--- config.mk ---
export PLATFORM = sky130hd
export DESIGN_NAME = hue_stage1
export DESIGN_NICKNAME = d
export VERILOG_FILES = /design/src/rtl/hue_stage1.sv
export SDC_FILE = /design/constraint.sdc
export NUM_CORES = 1
export LEC_CHECK = 0
export ABC_CLOCK_PERIOD_IN_PS = 6610
export CAP_MARGIN = 30
export CORE_MARGIN = 2
export CORE_UTILIZATION = 45
export DETAILED_ROUTE_END_ITERATION = 12
export GPL_TIMING_DRIVEN = 0
export PLACE_DENSITY = 0.76
export SLEW_MARGIN = 20
export SYNTH_ARGS = -nofsm -noshare
export SYNTH_HDL_FRONTEND = slang
export SYNTH_SLANG_ARGS = --single-unit
--- constraint.sdc ---
create_clock -name i_clk -period 6.61 [get_ports i_clk]
set_input_delay 0.661 -clock i_clk [delete_from_list [all_inputs] [get_ports i_clk]]
set_output_delay 0.661 -clock i_clk [all_outputs]
set_load 0.05 [all_outputs]
--- src/rtl/hue_stage1.sv ---
// First hue stage: scales the channel difference by 60 and divides it by the channel span
// with a serial restoring divider, then applies the sector offset and wraps into 0..359.
module hue_stage1 #(
  parameter int N_BITS = 14
) (
  input  logic       i_clk,
  input  logic       i_rst,
  input  logic [8:0] i_dividend,
  input  logic [8:0] i_divisor,
  input  logic [1:0] i_function,
  input  logic       i_valid,
  output logic       o_ready,
  output logic [8:0] o_hue,
  output logic       o_valid,
  input  logic       i_ready
);

  localparam int CNT_W = $clog2(N_BITS);

  typedef enum logic [1:0] {
    IDLE = 2'd0,
    DIV  = 2'd1,
    FIX  = 2'd2,
    DONE = 2'd3
  } state_t;

  state_t            state_q, state_d;
  logic [N_BITS-1:0] num_q, num_d;
  logic [8:0]        rem_q, rem_d;
  logic [8:0]        dvs_q, dvs_d;
  logic [1:0]        func_q, func_d;
  logic              neg_q, neg_d;
  logic [CNT_W-1:0]  cnt_q, cnt_d;
  logic [8:0]        hue_q, hue_d;
  logic              valid_q, valid_d;
  logic              ready_q, ready_d;

  logic              accept_s;
  logic [8:0]        mag_s;
  logic [9:0]        rem_sh_s;
  logic              fits_s;
  logic              bypass_s;
  logic [10:0]       offset_s;
  logic [10:0]       squo_s;
  logic [10:0]       sum_s;
  logic [8:0]        fix_hue_s;

  assign accept_s = i_valid && ready_q;
  assign mag_s    = i_dividend[8] ? (9'd0 - i_dividend) : i_dividend;
  assign rem_sh_s = {rem_q, num_q[N_BITS-1]};
  assign fits_s   = (rem_sh_s >= {1'b0, dvs_q});
  assign bypass_s = (dvs_q == 9'd0) || (func_q == 2'd0);

  // Sector offset and signed-quotient wrap, used only in FIX.
  always_comb begin
    offset_s = 11'd0;
    case (func_q)
      2'd1:    offset_s = 11'd0;
      2'd2:    offset_s = 11'd120;
      2'd3:    offset_s = 11'd240;
      default: offset_s = 11'd0;
    endcase
    if (neg_q) begin
      squo_s = 11'd0 - {2'b00, num_q[8:0]};
    end else begin
      squo_s = {2'b00, num_q[8:0]};
    end
    sum_s = squo_s + offset_s;
    if (sum_s[10]) begin
      fix_hue_s = 9'(sum_s + 11'd360);
    end else begin
      fix_hue_s = sum_s[8:0];
    end
  end

  // Next-state and datapath update for the IDLE/DIV/FIX/DONE sequence.
  always_comb begin
    state_d = state_q;
    num_d   = num_q;
    rem_d   = rem_q;
    dvs_d   = dvs_q;
    func_d  = func_q;
    neg_d   = neg_q;
    cnt_d   = cnt_q;
    hue_d   = hue_q;
    case (state_q)
      IDLE: begin
        if (accept_s) begin
          num_d  = N_BITS'(mag_s) * N_BITS'(6'd60);
          rem_d  = 9'd0;
          dvs_d  = i_divisor;
          func_d = i_function;
          neg_d  = i_dividend[8];
          cnt_d  = '0;
          if ((i_divisor == 9'd0) || (i_function == 2'd0)) begin
            state_d = FIX;
          end else begin
            state_d = DIV;
          end
        end else begin
          state_d = IDLE;
        end
      end
      DIV: begin
        // The numerator register doubles as the quotient shift register.
        if (fits_s) begin
          rem_d = 9'(rem_sh_s - {1'b0, dvs_q});
          num_d = {num_q[N_BITS-2:0], 1'b1};
        end else begin
          rem_d = rem_sh_s[8:0];
          num_d = {num_q[N_BITS-2:0], 1'b0};
        end
        if (cnt_q == CNT_W'(N_BITS - 1)) begin
          cnt_d   = '0;
          state_d = FIX;
        end else begin
          cnt_d   = cnt_q + CNT_W'(1'b1);
          state_d = DIV;
        end
      end
      FIX: begin
        if (bypass_s) begin
          hue_d = 9'd0;
        end else begin
          hue_d = fix_hue_s;
        end
        state_d = DONE;
      end
      DONE: begin
        if (i_ready) begin
          state_d = IDLE;
        end else begin
          state_d = DONE;
        end
      end
      default: state_d = IDLE;
    endcase
    valid_d = (state_d == DONE);
    ready_d = (state_d == IDLE);
  end

  // State and datapath registers with synchronous reset.
  always_ff @(posedge i_clk) begin
    if (i_rst) begin
      state_q <= IDLE;
      num_q   <= '0;
      rem_q   <= 9'd0;
      dvs_q   <= 9'd0;
      func_q  <= 2'd0;
      neg_q   <= 1'b0;
      cnt_q   <= '0;
      hue_q   <= 9'd0;
      valid_q <= 1'b0;
      ready_q <= 1'b0;
    end else begin
      state_q <= state_d;
      num_q   <= num_d;
      rem_q   <= rem_d;
      dvs_q   <= dvs_d;
      func_q  <= func_d;
      neg_q   <= neg_d;
      cnt_q   <= cnt_d;
      hue_q   <= hue_d;
      valid_q <= valid_d;
      ready_q <= ready_d;
    end
  end

  assign o_ready = ready_q;
  assign o_valid = valid_q;
  assign o_hue   = hue_q;

endmodule

After elaboration in Yosys (flattened, before gate mapping)
Index checks and enable logic that the tools add are counted.

Register bits: 52. Bits in latches: 0. RAM bits: 0. Memory bits (read-only): 0. Input bits: 24. Logic and storage cells: 57. Memories: 0.

$add $sub $neg: 6. Multiply operators: 1. Div/mod/pow operators: 0. Magnitude comparators: 1. Equal/unequal tests: 8. Shifts and indexed selects: 0. Mux-type cells: 19. Bitwise gates (word level): 0. Reduce and logical (&&, ||, !) cells: 12.

Operators by type and width (count): 2-to-1 mux 9 bit (5); case mux 14 bit (2 select lines) (1); zero test 9 bit (2); case mux 9 bit (2 select lines) (1); case mux 8 bit (2 select lines) (1); 2-to-1 mux 14 bit (1); multiplier 9 x 4 -> 12 bit, second input constant (1); adder 11 x 8 -> 11 bit (1); 2-to-1 mux 11 bit (1); == test 2 bit, second input constant (5); >= comparator 10 x 9 -> 1 bit (1); subtractor 1 x 9 -> 10 bit, first input constant (1); adder 9 bit, second input constant (1); subtractor 1 x 9 -> 9 bit, first input constant (1); subtractor 9 bit (1); zero test 2 bit (4); 2-to-1 mux 2 bit (4); 2-to-1 mux 4 bit (2); case mux 2 bit (4 select lines) (1); case mux 4 bit (2 select lines) (1); adder 4 x 1 -> 4 bit, second input constant (1); == test 4 bit, second input constant (1); AND reduction 2 bit (2); == test 2 x 1 -> 1 bit, second input constant (1); other kinds (5) (6).

Logic depth before layout (Yosys ltp)
Word-level depth: 6. Mapped depth: 16. Mapped depth without buffers: 16.

Worst setup path before layout
OpenSTA, ideal clock, no wires.

Path type: input-to-reg. Start: input port i_dividend[3]. End: register num_q[13]. Data arrival time: 4044 ps. Data required time: 6531 ps. Setup slack: 2487 ps. Stages on the path: 14. Path buffers: 0. Cell sequence: or3_1 or2_1 o41ai_2 xor2_1 inv_1 ha_1 inv_1 fa_1 inv_1 ha_1 nand2_1 o31a_1 or4_1 o211ai_1.

Cells in the longest elaborated chain, start to end: 5.

RTL lines: from (decl) (line 8) `input logic [8:0] i_dividend,`; subtractor 1 x 9 -> 9 bit (line 49) `assign mag_s = i_dividend[8] ? (9'd0 - i_dividend) : i_dividend;`; 2-to-1 mux 9 bit (*) (line 49); multiplier 9 x 4 -> 12 bit (*) (line 89) `num_d = N_BITS'(mag_s) * N_BITS'(6'd60);`; 2-to-1 mux 14 bit (*) (line 88) `if (accept_s) begin`; case mux 14 bit (2 select lines) (*) (line 86) `case (state_q)`; to (signal assigned) (line 157) `num_q <= num_d;`; to (decl) (line 28) `logic [N_BITS-1:0] num_q, num_d;`.

Every way passes the cells marked *; elsewhere a longest branch is shown, timed or not. The select of a mux whose other input is x is not followed. A chain may end at the register's enable or synchronous reset.

Worst setup path after layout
Ends and elaborated chain as after synthesis.

==> impl_metrics.py <==
metrics = {
    "setup_path": {
        "max_stage_delay_ps": 510,
        "ff2ff_path_depth": 12,
        "startpoint_type": "input pin",
        "cpMostUsedCell": "inv_1",
        "path_max_fanout": 6,
        "timing.rr.end": "o_hue[8]",
        "rr_startpoint": "num_q[1]",
        "crit_path_end_kind": "flip-flop",
        "crit_family": "simple AND/OR/NAND/NOR gates",
        "cp_cell_sequence": "clkdlybuf4s50_1 -> or3_1 -> or2_1 -> o41ai_2 -> xor2_1 -> inv_1 -> ha_1 -> inv_1 -> fa_1 -> inv_1 -> ha_1 -> nand2_1 -> o31a_1 -> or4_1 -> o211ai_1",
        "reg2reg_slack_ps": 3410,
        "required_ps": 6840,
        "crit_buf_inv": 4,
        "path_class": "input pin to flip-flop",
        "worstPathArrival_ps": 4880,
        "cp_slowest_cell": "fa_1",
    },
    "sta": {
        "fin_hold_ws_ps": 464,
        "worst_pin_slew_ps": 788,
        "fin_crit_sh_pct": 70.3,
        "slew_violations": 0,
        "tns_ps": 0,
        "fin_crit_ps": 4650,
        "hold_viol_final": 0,
        "rsz0062_at_grt": "no",
        "relSlewSlack_pct": 47.1,
        "layout_setup_ws_ps": 1960,
        "max_freq_mhz": 215,
        "skew_ps": 9.92,
        "setup_viol": 0,
    },
    "clock_tree": {
        "cts.sinks": 52,
        "cts_resized": 0,
        "htree_levels": 2,
        "clk_latency_ps": 310,
        "cts_tree": "yes",
        "postCtsSetupRepairBufs": 0,
        "cts_buffers": 5,
        "cts_root_buffer": "clkbuf_8",
        "hold_buffers": 0,
        "clk_pin_slew_worst_paths_ps": 100,
        "cts_max_path_buffers": 2,
    },
    "detailed_routing": {
        "drt_iter0_markers": 209,
        "wire_per_inst_um": 14.4,
        "ant_nets": 0,
        "vias": 3522,
        "drc_errors": 0,
        "routed_via_density": 5.63,
        "wl_mm": 9.03,
        "first_pass_iters": 5,
    },
    "place": {
        "place_ws_ps": 1640,
        "portBuffers": 32,
        "hpwlAfterDp_mm": 7.16,
        "gp_congestion": 0.890,
    },
    "floorplan": {
        "die_h_um": 97.5,
        "num_rows": 34,
        "die_w_um": 97.5,
        "core_area_sq_mm": 0.00859,
        "start_util_pct": 45.8,
        "die-area_sq_mm": 0.00951,
        "ios": 35,
    },
    "global_routing": {
        "antenna_found_initial": 0,
        "grt_max_degree": 15,
        "track_usage_pct": 19.3,
        "grt_pass1_vias": 3436,
        "grt_overflow": 0,
        "grt_pass1_wl_mm": 15.4,
    },
    "hold_path": {
        "hold_depth": 2,
        "hold_path.class": "flip-flop to flip-flop",
        "min_from": "dvs_q[3]",
        "min_to": "dvs_q[3]",
    },
    "synth": {
        "ys_warn_count": 0,
        "synth_cell_types": 59,
        "ys_seq_area_share_pct": 26.4,
        "synth_top_area_share_pct": 26.4,
        "netlist_area_sq_mm": 0.00394,
        "synthArstFlopShare_pct": 0,
        "synthFlopType": "dfxtp_1",
        "ys_ff_latch": 52,
        "synth-edff-count": 0,
        "yosysTopAreaCell": "dfxtp_1",
        "synth.area.top_cells": "dfxtp_1 (26%), ha_1 (11%), xnor2_1 (5.6%)",
        "syn_avg_cell_area_sq_um": 8.25,
        "syn_nets": 546,
        "synthCells": 477,
    },
    "layout": {
        "mostFrequentLayoutCells": "nand2_1 (52), dfxtp_1 (52), inv_1 (40), a21oi_1 (37)",
        "regArea_sq_mm": 0.00104,
        "fin_nets": 586,
        "fillCellCount": 816,
        "antennaDiodeCount": 0,
        "multiInputGateArea_sq_mm": 0.00268,
        "drive_gt1_share_pct": 3.86,
        "area_growth_pct": 14.0,
    },
    "pwr": {
        "power_density_mw_per_mm2": 257,
        "max-vdd-ir-drop_v": 0.000114,
        "leakage_nw": 1.79,
    },
    "outcome": {
        "status": "completed",
    },
    "job": {
        "cap_viol_max_count": 0,
    },
}
## routing by layer
metal	vias to the layer above	wire (um)	global-route usage, %
met1	1658	4110	24.2
met5	-	0	0
met2	86	4380	33.8
met3	10	420	2.88
li1	1768	-	-
met4	0	126	6.41
## registers in the layout, indices dropped and copies added (netlist names)
register,cells
o_hue,9
cnt_q,4
num_q,14
neg_q,1
o_valid,1
func_q,2
state_q,2
dvs_q,9
rem_q,9
o_ready,1
## cells in the mapped netlist (all sizes together) (12+ instances only)
| cell | instances |
|---|---|
| xnor2 | 25 |
| nor2 | 35 |
| nand2 | 52 |
| a21oi | 37 |
| mux2i | 12 |
| o21ai | 20 |
| ha | 35 |
| xor2 | 14 |
| nor3 | 12 |
| clkbuf | 14 |
| inv | 40 |
| dfxtp | 52 |
## how the worst max path moves through the flow
stage                        startpoint        end  slack [ps]  cells past startpoint
after floorplan           i_dividend[3]  num_q[13]        2490                     14
after global placement    i_dividend[0]  num_q[13]        1740                     16
after detailed placement  i_dividend[0]  num_q[13]        1640                     16
after CTS                 i_dividend[0]  num_q[13]        1950                     16
after global routing      i_dividend[0]  num_q[13]        1690                     16
final                     i_dividend[3]  num_q[13]        1960                     15
## cell type report
type	count	share of cell area, %
Sequential cell	52	23.2
Clock buffer	8	2.01
Inverter	40	3.35
Multi-Input combinational cell	368	59.7
Timing Repair Buffer	33	7.25
Buffer	17	1.48
Tap cell	108	3.01
## through the flow
stage	area [sq um]	util, %	power, W	std cells
2_1_floorplan	3940	-	0.000838	477
3_3_place_gp	4390	51.1	0.000942	617
3_5_place_dp	4400	51.2	0.000967	618
4_1_cts	4490	52.2	0.00116	626
5_1_grt	4490	52.2	0.00125	626
6_report	4490	52.2	0.00115	626
## logic make-up after synthesis
logic type                 after synthesis  share of synthesized area [%]
xor gates and xnor gates                39                           9.06
and+or+nand+nor                        146                           17.5
adders and majority gates               48                           17.0
DFF                                     52                           26.4
buffers and inverters                   57                           5.50
AOI/OAI and AO/OA                      123                           21.5
muxes                                   12                           3.05
## power by group
part | internal, W | total, W | switching, W
logic | 0.000265 | 0.000603 | 0.000338
registers | 0.000339 | 0.000361 | 0.0000230
clock network | 0.0000857 | 0.000190 | 0.000104
## tightest hold or removal path: stages (launching register included)
cell	delay [ps]
dfxtp_1	320
nand2_1	50
a21oi_1	50
Power figures use the tool's default switching activity.
